$ cat config.mk
export PLATFORM = sky130hd
export DESIGN_NAME = bitwise_frame_reducer
export DESIGN_NICKNAME = d
export VERILOG_FILES = /design/src/rtl/bitwise_frame_reducer.sv
export SDC_FILE = /design/constraint.sdc
export NUM_CORES = 1
export LEC_CHECK = 0
export ABC_CLOCK_PERIOD_IN_PS = 4400
export CAP_MARGIN = 20
export CORE_MARGIN = 1
export CORE_UTILIZATION = 55
export DETAILED_ROUTE_END_ITERATION = 12
export PLACE_DENSITY_LB_ADDON = 0.08
export SETUP_SLACK_MARGIN = 0.02
export SYNTH_ARGS = -nofsm -noshare
export SYNTH_HDL_FRONTEND = slang
export SYNTH_SLANG_ARGS = --single-unit
export TNS_END_PERCENT = 50
$ cat constraint.sdc
create_clock -name i_Clk -period 4.4 [get_ports i_Clk]
set_input_delay 1.1 -clock i_Clk [delete_from_list [all_inputs] [get_ports i_Clk]]
set_output_delay 1.1 -clock i_Clk [all_outputs]
set_load 0.05 [all_outputs]
$ cat src/rtl/bitwise_frame_reducer.sv
// bitwise_frame_reducer: folds a frame of operand words with one bitwise
// operation (AND/OR/XOR/XNOR) chosen on the first word. It then presents one
// registered result word with the word count and the zero and parity flags.
// Both sides use a valid/ready handshake.
module bitwise_frame_reducer #(
  parameter int WIDTH = 4,
  parameter int CNT_W = 8
) (
  input  logic             i_Clk,
  input  logic             i_Rst,
  input  logic             i_Valid,
  output logic             o_Ready,
  input  logic [WIDTH-1:0] i_Data,
  input  logic [1:0]       i_Op,
  input  logic             i_Last,
  output logic             o_Valid,
  input  logic             i_Ready,
  output logic [WIDTH-1:0] o_Result,
  output logic [CNT_W-1:0] o_Count,
  output logic             o_Zero,
  output logic             o_Parity
);

  typedef enum logic [1:0] {IDLE, ACCUM, HOLD} state_t;
  typedef enum logic [1:0] {OP_AND = 2'b00, OP_OR = 2'b01, OP_XOR = 2'b10, OP_XNOR = 2'b11} op_t;

  localparam logic [CNT_W-1:0] CNT_MAX = {CNT_W{1'b1}};

  state_t           state;
  op_t              op;
  logic [WIDTH-1:0] acc;
  logic [CNT_W-1:0] cnt;

  logic             take;
  op_t              cur_op;
  logic [WIDTH-1:0] next_acc;
  logic [WIDTH-1:0] final_res;
  logic [CNT_W-1:0] next_cnt;

  // Handshake flags are decoded straight from the state register.
  assign o_Ready = (state != HOLD);
  assign o_Valid = (state == HOLD);
  assign take    = i_Valid & o_Ready;

  // Next accumulator/count values if the word on i_Data is accepted now.
  always_comb begin
    // NOTE: every always_comb output gets a default first so no path can infer a latch.
    cur_op    = op;
    next_acc  = acc;
    next_cnt  = cnt;
    final_res = acc;
    if (state == IDLE) begin
      // First word of a frame: the op is sampled here and the word seeds the fold.
      cur_op   = op_t'(i_Op);
      next_acc = i_Data;
      next_cnt = CNT_W'(1);
    end else begin
      unique case (op)
        OP_AND:  next_acc = acc & i_Data;
        OP_OR:   next_acc = acc | i_Data;
        default: next_acc = acc ^ i_Data;  // XNOR frames fold as XOR; invert once at the end
      endcase
      next_cnt = (cnt == CNT_MAX) ? cnt : cnt + CNT_W'(1);
    end
    final_res = (cur_op == OP_XNOR) ? ~next_acc : next_acc;
  end

  // Frame FSM plus the accumulator and the registered result outputs.
  always_ff @(posedge i_Clk) begin
    // NOTE: state registers use non-blocking assignments so all of them update together at the edge.
    if (i_Rst) begin
      state    <= IDLE;
      op       <= OP_AND;
      acc      <= '0;
      cnt      <= '0;
      o_Result <= '0;
      o_Count  <= '0;
      o_Zero   <= 1'b0;
      o_Parity <= 1'b0;
    end else begin
      unique case (state)
        IDLE, ACCUM: begin
          if (take) begin
            acc <= next_acc;
            op  <= cur_op;
            cnt <= next_cnt;
            if (i_Last) begin
              o_Result <= final_res;
              o_Count  <= next_cnt;
              o_Zero   <= ~|final_res;
              o_Parity <= ^final_res;
              state    <= HOLD;
            end else begin
              state    <= ACCUM;
            end
          end
        end
        HOLD: begin
          if (i_Ready) state <= IDLE;
        end
        default: state <= IDLE;
      endcase
    end
  end

endmodule

==> results.md <==
- Unrepaired setup endpoints after global routing: false
- Worst Hold Path EP: o_Count[7]
- Clock skew: 0.00819 ns
- Number of global-route vias before repair: ~1,500
- Crit-path slowest cell: clkdlybuf4s50_1
- CTS tree: done
- Critical path class: input port to register
- Reg2reg start: op[0]
- Hold path depth: 2
- Sequential element share of the synthesized area: 0.322
- PortBufs: 26
- Tightest slew margin relative to the limit: 0.491
- Met2 WL: ~2000 µm
- Critical Path Max Stage Delay: around 0.49 ns
- Maximum vdd ir drop: around 0.16 mV
- Area contributors post-synth: dfxtp_1 32%, ha_1 6.7%, nand2_1 5.6%
- Util after Layout: 0.688
- Row cnt: 20
- GPL Wtd Cong: between 0.8 and 0.9
- Worst Hold Launch: o_Count[7]
- Wl on met1: roughly 1900 µm
- Drt drc: 0
- Worst-skew pair later-pin latency: approximately 0.33 ns
- Antenna diode count: 0
- Comb pwr share: 0.240
- CP Capture Type: register
- Worst min path class: register to register
- Area Growth Syn to Fin: 15.3%
- PwrDens: about 290 nW/µm²
- Yosys top cell by area: dfxtp_1
- Critical path fanouts, max: 3
- Main combinational cell family by area after synthesis: compound AO/OA/AOI/OAI gates
- DR WL met3: 163 µm
- First-pass GRT wire length: roughly 6900 µm
- Cells after DPL: between 200 and 300
- Synth warnings: 0
- Post-Syn Instances: ~220
- RR Endpoint: o_Parity
- Die Area: roughly 3600 µm²
- Pleak: between 0.7 and 0.8 nW
- Avg WL per Cell: 14.3 µm
- Num CTS Buffers: 5
- Cell-internal power: between 0.4 and 0.5 mW
- Die W: about 60 µm
- Status: finished clean
- Fmax: between 0.3 and 0.4 GHz
- Crit-path cells: clkdlybuf4s50_1, inv_1, ha_1, and2_1, o31ai_2, xnor2_1, o21ai_1, ha_1, xnor2_1, mux2i_1, nor2_1
- Hold-fix buffers at CTS: 0
- Boundary Pins: 27
- Sw Ratio: 0.318
- Kind of cell adding the most delay to the critical path: buffers and inverters
- Reg power frac: 0.482
- Tightest Pin Transition: 0.762 ns
- Die H: 60.3 µm
- Setup_tns: 0 ns
- CTS root buffer: clkbuf_4
- Avg Inst Size Synth: between 8 and 9 µm²
- P_sw: 0.197 mW
- H-tree depth: 2
- Drt pass-1 iters: 4
- Post-synthesis mux area share: 0.0496
- Compound-cell area share of the yosys netlist: 0.222
- Max-slew violations: 0
- Top cell type's share of synthesized area: 0.322
- Clock slew at reported path FFs: 0.09 ns
- Core area: between 3000 and 4000 µm²
- MaxCap Viol Count: 0
- Crit path DAT: roughly 3.4 ns
- Final cell count without fillers: ~290
- Crit path buf inv count: 2
- Simple-Gate Fraction of Synth Area: 0.219
- Most common cell after layout, fill and taps aside: dfxtp_1
- Post-synthesis register bit count: 30
- Initial core utilization: 0.597
- Via count: ~1,600
- Period Utilization, post-route: 0.712
- DR top layer: met4
- Maximum clock path buffer count: 2
- 1st-iter DRT viols: between 90 and 100
- Total Routing Usage GR: 0.265
- Mapped Area: 1870 µm²
- Final Critical Period: 3.13 ns
- Synth Area in XOR/XNOR: 0.0469
- Worst Path Required: approximately 4.6 ns
- Distinct cells, synth: 49
- WL final: 4120 µm
- Startpoint types: input port
- Setup bufs post-CTS: 0
- R2R cell count: 8
- Worst reg-to-reg setup slack: around 2.2 ns
- Most frequent cells in the layout: 30 x dfxtp_1, 28 x nand2_1, 26 x clkdlybuf4s50_1
- Post-DP HPWL: around 3000 µm
- Total grt overflow: 0
- CTS sink count: 30
- Final setup viols: 0
- Share of cells above drive strength 1: 0.0984
- Cts repair resizes: 0
- Clock power frac: 0.279
- Largest net degree at the start of global routing: 20
- Initial antenna violation count: 0
- Final Hold Viols: 0
- Adder-cell share of the synthesized area: 0.0670
- Antenna-violating nets left: 0
- Nets: 264
- Syn_nets: between 200 and 250
- Drt via density: between 5 and 6
-- state kept, by name (all words and copies together) (netlist names) --
| register | count |
|---|---|
| cnt | 8 |
| o_Count | 8 |
| acc | 4 |
| o_Result | 4 |
| op | 2 |
| state | 2 |
| o_Parity | 1 |
| o_Zero | 1 |
-- how the worst max path moves through the flow --
stage | start | end | slack (ns) | cells past startpoint
2_1_floorplan | i_Data[2] | o_Parity | 1.63 | 10
3_3_place_gp | i_Data[2] | o_Parity | 1.05 | 11
3_5_place_dp | i_Data[2] | o_Parity | 0.92 | 11
4_1_cts | i_Data[2] | o_Parity | 1.28 | 11
5_1_grt | i_Data[2] | o_Parity | 1.10 | 11
6_report | i_Data[2] | o_Parity | 1.27 | 11
-- cell type report --
type	instances	area [µm²]
multi-input cells	169	1130
fillers	264	975
flip-flops and latches	30	601
repair buffers	27	268
well taps	44	55.1
clock buffers	6	51.3
inverters	10	37.5
clock inverters	2	12.5
-- Yosys cell counts, drive strengths merged --
cell type / instances
a21o: 1
or3: 2
nand3: 6
or2: 1
buf: 8
a211oi: 6
dfxtp: 30
and2: 5
xor2: 1
nand4: 2
or3b: 1
o31ai: 2
a31oi: 4
a41oi: 1
a32o: 1
and4: 1
a21oi: 20
nand2: 30
o21ai: 12
o311a: 1
nor2b: 3
inv: 10
o22ai: 1
a31o: 2
a2111oi: 2
ha: 10
nor2: 15
mux2: 2
o41ai: 1
nor4: 1
xnor2: 9
a2bb2oi: 1
nand2b: 5
mux2i: 7
nor3: 5
and3: 2
clkbuf: 6
a311oi: 1
o211ai: 5
-- kinds of logic after synthesis --
group	count (synthesis)
compound gates	61
xor+xnor	10
fa+ha+maj	10
buf+inv	24
flops	30
mux	9
simple gates	79
-- layer usage --
metal,GRT usage,up-vias
li1,-,834
met1,0.340,755
met2,0.430,40
met3,0.0584,13
met4,0.106,0
met5,0,-
-- worst register-to-register path: stages, from the launching register on --
cell and delay [ns]:
dfxtp_1 0.60, nor2_1 0.12, o31ai_2 0.31, xnor2_1 0.17
o21ai_1 0.10, ha_1 0.34, xnor2_1 0.20, mux2i_1 0.20
nor2_1 0.06
-- power groups by stage --
stage,Sequential [mW],Clock (mW),Combinational [mW]
after floorplan,0.311,0,0.103
after global placement,0.303,0,0.141
after detailed placement,0.304,0,0.147
after CTS,0.297,0.178,0.148
after global routing,0.300,0.191,0.163
final,0.298,0.172,0.148
-- metrics by stage --
step	worst slack [ns]	power (mW)	hold slack (ns)	area [µm²]
floorplan	1.63	0.415	0.449	1870
global placement	1.05	0.444	0.441	2090
detailed placement	0.924	0.451	0.445	2090
CTS	1.28	0.623	0.457	2150
global route	1.10	0.653	0.477	2150
finish	1.27	0.618	0.458	2150
Power figures use the tool's default switching activity.
